==> src/rtl/mips_multicycle_ctrl_if.sv <==
// rtl/mips_multicycle_ctrl_if.sv - datapath control bus between the MIPS sequencer and its datapath
interface mips_multicycle_ctrl_if;
  logic       run;
  logic [5:0] opCode;
  logic       mem_ready;
  logic       PCWrite;
  logic       PCWriteCond;
  logic [1:0] PCSource;
  logic       IorD;
  logic       MemRead;
  logic       MemWrite;
  logic       IRWrite;
  logic       MemtoReg;
  logic       RegDst;
  logic       RegWrite;
  logic       ALUSrcA;
  logic [1:0] ALUSrcB;
  logic [1:0] ALUOp;

  // Sequencer side: consumes IR/memory status, drives datapath controls
  modport master (
    input  run, opCode, mem_ready,
    output PCWrite, PCWriteCond, PCSource, IorD, MemRead, MemWrite, IRWrite,
           MemtoReg, RegDst, RegWrite, ALUSrcA, ALUSrcB, ALUOp
  );

  // Datapath side
  modport slave (
    output run, opCode, mem_ready,
    input  PCWrite, PCWriteCond, PCSource, IorD, MemRead, MemWrite, IRWrite,
           MemtoReg, RegDst, RegWrite, ALUSrcA, ALUSrcB, ALUOp
  );
endinterface

==> src/rtl/mips_multicycle_ctrl.sv <==
// rtl/mips_multicycle_ctrl.sv - multicycle MIPS control sequencer with memory stall, run/stop and illegal-op trap
module mips_multicycle_ctrl #(
  parameter bit TRAP_ON_ILLEGAL = 1'b0,
  parameter int CNT_W           = 32
) (
  input  logic                 clk,
  input  logic                 resetN,
  mips_multicycle_ctrl_if.master bus,
  output logic                 instr_done,
  output logic                 illegal_op,
  output logic                 halted,
  output logic [CNT_W-1:0]     retired_cnt,
  output logic [3:0]           state
);

  typedef enum logic [3:0] {
    S_IDLE    = 4'd0,
    S_FETCH   = 4'd1,
    S_DECODE  = 4'd2,
    S_MEMADR  = 4'd3,
    S_MEMRD   = 4'd4,
    S_MEMWB   = 4'd5,
    S_MEMWR   = 4'd6,
    S_EXEC    = 4'd7,
    S_ALUWB   = 4'd8,
    S_BRANCH  = 4'd9,
    S_ADDIEX  = 4'd10,
    S_ADDIWB  = 4'd11,
    S_JUMP    = 4'd12,
    S_ILLEGAL = 4'd13,
    S_HALT    = 4'd14
  } state_t;

  localparam logic [5:0] OP_RTYPE = 6'b000000;
  localparam logic [5:0] OP_LW    = 6'b100011;
  localparam logic [5:0] OP_SW    = 6'b101011;
  localparam logic [5:0] OP_ADDI  = 6'b001000;
  localparam logic [5:0] OP_BEQ   = 6'b000100;
  localparam logic [5:0] OP_J     = 6'b000010;

  // Moore part of the control word; in_fetch/in_memwr mark the states whose
  // strobes are additionally qualified by mem_ready in the current cycle.
  typedef struct packed {
    logic       pc_write;
    logic       pc_write_cond;
    logic [1:0] pc_source;
    logic       iord;
    logic       mem_read;
    logic       mem_write;
    logic       mem_to_reg;
    logic       reg_dst;
    logic       reg_write;
    logic       alu_src_a;
    logic [1:0] alu_src_b;
    logic [1:0] alu_op;
    logic       done;
    logic       illegal;
    logic       halt;
    logic       in_fetch;
    logic       in_memwr;
  } ctrl_t;

  state_t           state_q, state_d;
  ctrl_t            ctrl_q, ctrl_d;
  logic [CNT_W-1:0] cnt_q, cnt_d;
  state_t           after_retire;

  function automatic ctrl_t decode(input state_t s);
    ctrl_t c;
    c = '0;
    case (s)
      S_FETCH: begin
        c.mem_read  = 1'b1;
        c.alu_src_b = 2'b01;
        c.in_fetch  = 1'b1;
      end
      S_DECODE: c.alu_src_b = 2'b11;
      S_MEMADR: begin
        c.alu_src_a = 1'b1;
        c.alu_src_b = 2'b10;
      end
      S_MEMRD: begin
        c.mem_read = 1'b1;
        c.iord     = 1'b1;
      end
      S_MEMWB: begin
        c.mem_to_reg = 1'b1;
        c.reg_write  = 1'b1;
        c.done       = 1'b1;
      end
      S_MEMWR: begin
        c.mem_write = 1'b1;
        c.iord      = 1'b1;
        c.in_memwr  = 1'b1;
      end
      S_EXEC: begin
        c.alu_src_a = 1'b1;
        c.alu_op    = 2'b10;
      end
      S_ALUWB: begin
        c.reg_dst   = 1'b1;
        c.reg_write = 1'b1;
        c.done      = 1'b1;
      end
      S_BRANCH: begin
        c.alu_src_a     = 1'b1;
        c.alu_op        = 2'b01;
        c.pc_write_cond = 1'b1;
        c.pc_source     = 2'b01;
        c.done          = 1'b1;
      end
      S_ADDIEX: begin
        c.alu_src_a = 1'b1;
        c.alu_src_b = 2'b10;
      end
      S_ADDIWB: begin
        c.reg_write = 1'b1;
        c.done      = 1'b1;
      end
      S_JUMP: begin
        c.pc_write  = 1'b1;
        c.pc_source = 2'b10;
        c.done      = 1'b1;
      end
      S_ILLEGAL: c.illegal = 1'b1;
      S_HALT:    c.halt    = 1'b1;
      default:   c = '0;
    endcase
    return c;
  endfunction

  // Next state, next registered control word and next counter value
  always_comb begin
    after_retire = bus.run ? S_FETCH : S_IDLE;
    state_d      = state_q;
    case (state_q)
      S_IDLE:   state_d = bus.run ? S_FETCH : S_IDLE;
      S_FETCH:  state_d = bus.mem_ready ? S_DECODE : S_FETCH;
      S_DECODE: begin
        case (bus.opCode)
          OP_RTYPE:     state_d = S_EXEC;
          OP_LW, OP_SW: state_d = S_MEMADR;
          OP_ADDI:      state_d = S_ADDIEX;
          OP_BEQ:       state_d = S_BRANCH;
          OP_J:         state_d = S_JUMP;
          default:      state_d = S_ILLEGAL;
        endcase
      end
      S_MEMADR:  state_d = (bus.opCode == OP_LW) ? S_MEMRD : S_MEMWR;
      S_MEMRD:   state_d = bus.mem_ready ? S_MEMWB : S_MEMRD;
      S_MEMWB:   state_d = after_retire;
      S_MEMWR:   state_d = bus.mem_ready ? after_retire : S_MEMWR;
      S_EXEC:    state_d = S_ALUWB;
      S_ALUWB:   state_d = after_retire;
      S_ADDIEX:  state_d = S_ADDIWB;
      S_ADDIWB:  state_d = after_retire;
      S_BRANCH:  state_d = after_retire;
      S_JUMP:    state_d = after_retire;
      S_ILLEGAL: state_d = TRAP_ON_ILLEGAL ? S_HALT : after_retire;
      S_HALT:    state_d = S_HALT;
      default:   state_d = S_IDLE;
    endcase
    ctrl_d = decode(state_d);
    cnt_d  = instr_done ? cnt_q + {{(CNT_W-1){1'b0}}, 1'b1} : cnt_q;
  end

  // State, control word and retire counter; async reset clears all outputs at once
  always_ff @(posedge clk or negedge resetN) begin
    if (!resetN) begin
      state_q <= S_IDLE;
      ctrl_q  <= '0;
      cnt_q   <= '0;
    end else begin
      state_q <= state_d;
      ctrl_q  <= ctrl_d;
      cnt_q   <= cnt_d;
    end
  end

  assign bus.PCWrite     = ctrl_q.pc_write | (ctrl_q.in_fetch & bus.mem_ready);
  assign bus.IRWrite     = ctrl_q.in_fetch & bus.mem_ready;
  assign bus.PCWriteCond = ctrl_q.pc_write_cond;
  assign bus.PCSource    = ctrl_q.pc_source;
  assign bus.IorD        = ctrl_q.iord;
  assign bus.MemRead     = ctrl_q.mem_read;
  assign bus.MemWrite    = ctrl_q.mem_write;
  assign bus.MemtoReg    = ctrl_q.mem_to_reg;
  assign bus.RegDst      = ctrl_q.reg_dst;
  assign bus.RegWrite    = ctrl_q.reg_write;
  assign bus.ALUSrcA     = ctrl_q.alu_src_a;
  assign bus.ALUSrcB     = ctrl_q.alu_src_b;
  assign bus.ALUOp       = ctrl_q.alu_op;
  assign instr_done      = ctrl_q.done | (ctrl_q.in_memwr & bus.mem_ready);
  assign illegal_op      = ctrl_q.illegal;
  assign halted          = ctrl_q.halt;
  assign retired_cnt     = cnt_q;
  assign state           = state_q;

endmodule

==> src/flat_wrapper.sv <==
// flat-port wrapper written by rule: the top's interface ports become plain ports
module mips_multicycle_ctrl_flat 
#(
  parameter bit TRAP_ON_ILLEGAL = 1'b0,
  parameter int CNT_W           = 32
)
  (clk, resetN, instr_done, illegal_op, halted, retired_cnt, state, bus_run, bus_opCode, bus_mem_ready, bus_PCWrite, bus_PCWriteCond, bus_PCSource, bus_IorD, bus_MemRead, bus_MemWrite, bus_IRWrite, bus_MemtoReg, bus_RegDst, bus_RegWrite, bus_ALUSrcA, bus_ALUSrcB, bus_ALUOp);
  mips_multicycle_ctrl_if bus_i ();
  input  logic clk;
  input  logic resetN;
  output logic instr_done;
  output logic illegal_op;
  output logic halted;
  output logic [CNT_W-1:0] retired_cnt;
  output logic [3:0] state;
  input wire logic [$bits(bus_i.run)-1:0] bus_run;
  input wire logic [$bits(bus_i.opCode)-1:0] bus_opCode;
  input wire logic [$bits(bus_i.mem_ready)-1:0] bus_mem_ready;
  output wire logic [$bits(bus_i.PCWrite)-1:0] bus_PCWrite;
  output wire logic [$bits(bus_i.PCWriteCond)-1:0] bus_PCWriteCond;
  output wire logic [$bits(bus_i.PCSource)-1:0] bus_PCSource;
  output wire logic [$bits(bus_i.IorD)-1:0] bus_IorD;
  output wire logic [$bits(bus_i.MemRead)-1:0] bus_MemRead;
  output wire logic [$bits(bus_i.MemWrite)-1:0] bus_MemWrite;
  output wire logic [$bits(bus_i.IRWrite)-1:0] bus_IRWrite;
  output wire logic [$bits(bus_i.MemtoReg)-1:0] bus_MemtoReg;
  output wire logic [$bits(bus_i.RegDst)-1:0] bus_RegDst;
  output wire logic [$bits(bus_i.RegWrite)-1:0] bus_RegWrite;
  output wire logic [$bits(bus_i.ALUSrcA)-1:0] bus_ALUSrcA;
  output wire logic [$bits(bus_i.ALUSrcB)-1:0] bus_ALUSrcB;
  output wire logic [$bits(bus_i.ALUOp)-1:0] bus_ALUOp;
  assign bus_i.run = bus_run;
  assign bus_i.opCode = bus_opCode;
  assign bus_i.mem_ready = bus_mem_ready;
  assign bus_PCWrite = bus_i.PCWrite;
  assign bus_PCWriteCond = bus_i.PCWriteCond;
  assign bus_PCSource = bus_i.PCSource;
  assign bus_IorD = bus_i.IorD;
  assign bus_MemRead = bus_i.MemRead;
  assign bus_MemWrite = bus_i.MemWrite;
  assign bus_IRWrite = bus_i.IRWrite;
  assign bus_MemtoReg = bus_i.MemtoReg;
  assign bus_RegDst = bus_i.RegDst;
  assign bus_RegWrite = bus_i.RegWrite;
  assign bus_ALUSrcA = bus_i.ALUSrcA;
  assign bus_ALUSrcB = bus_i.ALUSrcB;
  assign bus_ALUOp = bus_i.ALUOp;
  mips_multicycle_ctrl #(.TRAP_ON_ILLEGAL(TRAP_ON_ILLEGAL), .CNT_W(CNT_W)) u_core (.clk(clk), .resetN(resetN), .bus(bus_i), .instr_done(instr_done), .illegal_op(illegal_op), .halted(halted), .retired_cnt(retired_cnt), .state(state));
endmodule
==> config.mk <==
export PLATFORM = sky130hd
export DESIGN_NAME = mips_multicycle_ctrl_flat
export DESIGN_NICKNAME = d
export VERILOG_FILES = /design/src/rtl/mips_multicycle_ctrl_if.sv /design/src/rtl/mips_multicycle_ctrl.sv /design/src/flat_wrapper.sv
export SDC_FILE = /design/constraint.sdc
export NUM_CORES = 1
export LEC_CHECK = 0
export CORE_MARGIN = 2
export CORE_UTILIZATION = 30
export CTS_CLUSTER_DIAMETER = 80
export DETAILED_ROUTE_END_ITERATION = 16
export GPL_TIMING_DRIVEN = 0
export HOLD_SLACK_MARGIN = 0.06
export SETUP_SLACK_MARGIN = 0.3
export SYNTH_ARGS = -nofsm -noshare
export SYNTH_HDL_FRONTEND = slang
export SYNTH_SLANG_ARGS = --single-unit
==> constraint.sdc <==
create_clock -name clk -period 1.7 [get_ports clk]
set_input_delay 0.34 -clock clk [delete_from_list [all_inputs] [get_ports clk]]
set_output_delay 0.34 -clock clk [all_outputs]
set_load 0.01 [all_outputs]
[After elaboration in Yosys (flattened, before gate mapping)]
Cells that the tools add are included.
Word-level totals
  bits in latches: 0
  bits in writable memories: 0
  memories kept: 0
  input bits: 10
  logic and storage cells: 89
  output and inout port bits: 55
  bits in read-only memories: 0
  register bits: 55
Operators by class
  divide/modulo/power cells: 0
  bitwise operators: 4
  equal/unequal tests: 33
  multiply operators: 0
  $add $sub $neg: 1
  reductions and logical operators: 10
  shift operators: 0
  magnitude comparators: 0
  multiplexer cells: 23
Operators with widths (count)
  $eq 4x4->1 const B: 14
  $pmux 4 s9: 1
  $add 32x1->32 const B: 1
  $eq 4x3->1 const B: 8
  $pmux 4 s5: 1
  $eq 4x2->1 const B: 4
  $mux 1: 15
  $eq 6x6->1 const B: 2
  $eq 4x1->1 const B: 2
  $pmux 2 s2: 2
  $reduce_or 2->1: 4
  $reduce_or 7->1: 1
  $eq 6x2->1 const B: 1
  $eq 6x3->1 const B: 1
  $eq 6x4->1 const B: 1
  $logic_not 6->1: 1
  $pmux 2 s3: 1
  $reduce_or 5->1: 1
  $logic_not 4->1: 1
  $mux 2: 2
  $mux 4: 1
  $reduce_or 4->1: 1
  $reduce_or 3->1: 1
  $and 1x1->1: 2
  $or 1x1->1: 2

[Depth between registers and ports, before layout]
  depth after elaboration: 7
  gate-level depth with buffers: 8

[Worst setup path after synthesis]
Ideal clock, no wire load.
  path type: flip-flop to flip-flop
  from: reg u_core.state_q[1] (netlist: u_core.state[1])
  to: reg u_core.ctrl_q (netlist bit u_core.bus.ALUSrcA)
  stages on the path, launching flop included: 8
  arrival time: 1.601 ns
  setup slack: -0.032 ns
  buffers on the path: 2
  cells stage by stage: dfrtp_1 buf_2 and2_1 o21ai_0 o311ai_2 or2_0 buf_2 o211ai_1
RTL lines
  from (decl): RTL line mips_multicycle_ctrl.sv:63  | state_t state_q, state_d;
  from (signal assigned): RTL line mips_multicycle_ctrl.sv:174  | state_q <= state_d;
  to (signal assigned): RTL line mips_multicycle_ctrl.sv:175  | ctrl_q <= ctrl_d;
  to (decl): RTL line mips_multicycle_ctrl.sv:64  | ctrl_t ctrl_q, ctrl_d;

==> impl_results.md <==
* Status: finished with violations
* Violated checks: negative setup slack
* Drt first pass iters at 4
* #FFs+latches synth at 53
* I/O pin cnt at 65
* Fin crit period at 1.741 ns
* Post-route setup slack at -0.04086 ns
* HPWL Detailed at 4055 um
* Final hold vios at 0
* N_diodes at 0
* Cell with the most instances after synthesis: dfrtp_1
* Clock net sink count at 53
* GRT overflow at 0
* DIE AREA at 9175 um2
* Clock Latency Late Sink at 0.30 ns
* CP Cell Sequence: buf_6 -> or3b_1 -> a21oi_2 -> o32ai_2 -> nand3_4 -> nand4bb_1 -> o211ai_1
* GR Util met2 at 0.2809
* Leakage at 2.310 nW
* R2r endpoint: u_core.bus.ALUSrcA
* Setup CP Type: reg -> reg
* Cell family with most CP delay: simple AND/OR/NAND/NOR gates
* Routed WL per cell at 14.28 um
* Worst Path Max Fanout at 7
* CP endpoint kind: register
* Post-synthesis cell count at 231
* Sequential Area at 1340 um2
* Layout cells sized above 1 at 0.5277
* Tot Pwr at 4.906 mW
* GRT met3 Usage at 0.02897
* Largest net degree at the start of global routing at 35
* Critical path arrival at 1.92 ns
* Synth cell types at 46
* Synth area leaders: dfrtp_1, xnor2_1, xor2_1, nand3_1, nor2_1
* Final setup vio count at 7
* Startpoint Class: register
* Met1 Use GR at 0.1672
* Final Slew Violations at 0
* Clock Path Buffers at 2
* Num CTS Buffers at 5
* Max_cap viols at 0
* IO Port Bufs at 64
* Ys async rst share at 1.000
* HP Start: u_core.retired_cnt[31]
* Number of synthesized flops with an enable pin at 0
* Primary FF master, synth: dfrtp_1
* # DRC at 0
* Final hold slack at 0.4670 ns
* Rel. slew slack at 0.6791
* Maximum clock frequency at 0.5744 GHz
* Synth area leader: dfrtp_1
* Nets at 389
* Avg Inst Size Synth at 10.94 um2
* H-tree levels at 2
* Biggest cell delay along the critical path at 0.42 ns
* Worst Path Required at 1.87 ns
* Top cell type's share of synthesized area at 0.5248
* Vias in the first global route at 2271
* Initial antenna violation count at 0
* Via/cell ratio at 4.665
* RSZ-0062 raised after global routing: yes
* Internal reg-to-reg setup slack at -0.04 ns
* Clk_skew at 0.007061 ns
* Hold Path Depth at 1
* Die height at 95.79 um
* Worst reg2reg path depth at 7
* Fill count at 743
* Core area at 8175 um2
* Row count at 33
* Antenna Violating Nets Remaining at 0
* Worst-margin pin slew at 0.4813 ns
* Register area share after synthesis at 0.5248
* Warning count from the yosys run at 0
* Root Driver: clkbuf_8
* Post-Synthesis Net Count at 242
* Starting Density at 0.3092
* Via count at 2258
* Period utilisation layout at 1.024
* First-pass GRT wire length at 10650 um
* Hold EP: u_core.retired_cnt[31]
* Buf+Inv Stages, Crit Path at 1
* Final GP Congestion at 0.7550
* Power Density at 1103 nW/um2
* DRT iter0 DRCs at 25
* Die W at 95.79 um
* CTS tree: done
* Gr usage total at 0.1473
* Slowest-stage cell, CP: dfrtp_1
* R2R Path Start: u_core.state[3]
* Synth top cells by count: dfrtp_1, xnor2_1, nor2_1
* Synth Cell Area at 2527 um2
* GR peak layer: met2
* Area Growth Syn to Fin at 75.99%
* HP Class: reg -> reg
* Max VDD drop at 547.0 uV
* Wirelength, routed at 6911 um
* Area of the multi-input gates at 1549 um2
* Clk slew on worst S/H paths at 0.09 ns
where the power goes:
part	internal [mW]	total [mW]	switching [mW]
sequential	1.46	1.60	0.139
combinational	1.37	2.62	1.25
clock	0.287	0.687	0.400
total	3.12	4.91	1.79
cell families (layout without fill, tap and decap cells):
kind of cell,Yosys count,after routing,share of synthesized area
multiplexers,1,1,0.004455
AO/OA/AOI/OAI,21,21,0.06238
AND/OR/NAND/NOR,105,105,0.2480
XOR/XNOR,34,34,0.1178
flip-flops,53,53,0.5248
buffers and inverters,16,164,0.03762
adder cells (fa/ha/maj),1,1,0.004950
state kept, by name (all words and copies together) (netlist names), 2 cells and up:
signal               count
u_core.retired_cnt      32
u_core.ctrl_q            4
u_core.state             4
u_core.bus.ALUSrcB       2
u_core.bus.PCSource      2
how the worst max path moves through the flow:
stage                    start                  to  slack (ns)  depth (start not counted)
4_1_cts        u_core.state[0]    u_core.ctrl_q[0]       -0.04                          6
6_report       u_core.state[3]  u_core.bus.ALUSrcA       -0.04                          7
5_1_grt        u_core.state[0]    u_core.ctrl_q[0]       -0.09                          6
3_5_place_dp     bus_opCode[1]    u_core.ctrl_q[4]       -0.74                          7
3_3_place_gp            resetN     u_core.state[0]       -1.53                          1
2_1_floorplan  u_core.state[3]    u_core.ctrl_q[4]        0.06                          7
placed cells by master (no fill, tap or decap), drive strengths merged, types with 3 or more instances in the layout:
cell type	synthesis	routed
clkdlybuf4s15	0	5
inv	3	3
nand2	18	18
and2	3	3
a21oi	4	4
nor2	19	19
clkbuf	0	11
dlygate4sd2	0	42
nand3	18	18
nor3	6	6
or2	5	5
xnor2	20	20
nor4	4	4
dfrtp	53	53
nand2b	5	5
nand4	7	7
o21ai	7	7
xor2	14	14
buf	13	99
and3	9	9
through the flow:
stage	instance area (um2)	utilization	TNS, ns	setup WS, ns	std cells
6_report	4448	0.5441	-0.1587	-0.04086	484
5_1_grt	4448	0.5441	-0.7274	-0.09456	484
4_1_cts	4158	0.5086	-0.2121	-0.03964	469
3_5_place_dp	3441	0.4209	-22.85	-0.7441	401
3_3_place_gp	3426	0.4190	-95.16	-1.535	400
2_1_floorplan	2654	-	0	0.05804	231
layout make-up:
cell class / count / share of cell area
clock buffer: 6 / 0.01632
clock inverter: 2 / 0.002250
sequential: 53 / 0.3013
inverter: 3 / 0.002532
timing repair buffer: 140 / 0.2726
buffer: 13 / 0.02729
multi-input combinational: 162 / 0.3482
tap: 105 / 0.02954
per-layer routing:
metal  share of wire  wire, um  up-vias
li1                -         -     1088
met1            0.42      2878     1105
met2            0.53      3674       56
met3           0.037       258        9
met4           0.014        99        0
met5               0         0        -
worst register-to-register path, stage by stage, from the launching register on:
cell       delay, ns
dfrtp_1         0.42
buf_6           0.15
or3b_1          0.37
a21oi_2         0.14
o32ai_2         0.11
nand3_4         0.16
nand4bb_1       0.17
o211ai_1        0.11
timing repair:
item,4_1_cts,5_1_grt
setup endpoints to repair,100,51
pin swaps,52,31
endpoints found under the hold margin,19,0
resized for setup,166,59
gates cloned,1,0
setup buffers,58,15
hold buffers,1,0
(Power assumes the default switching activity.)
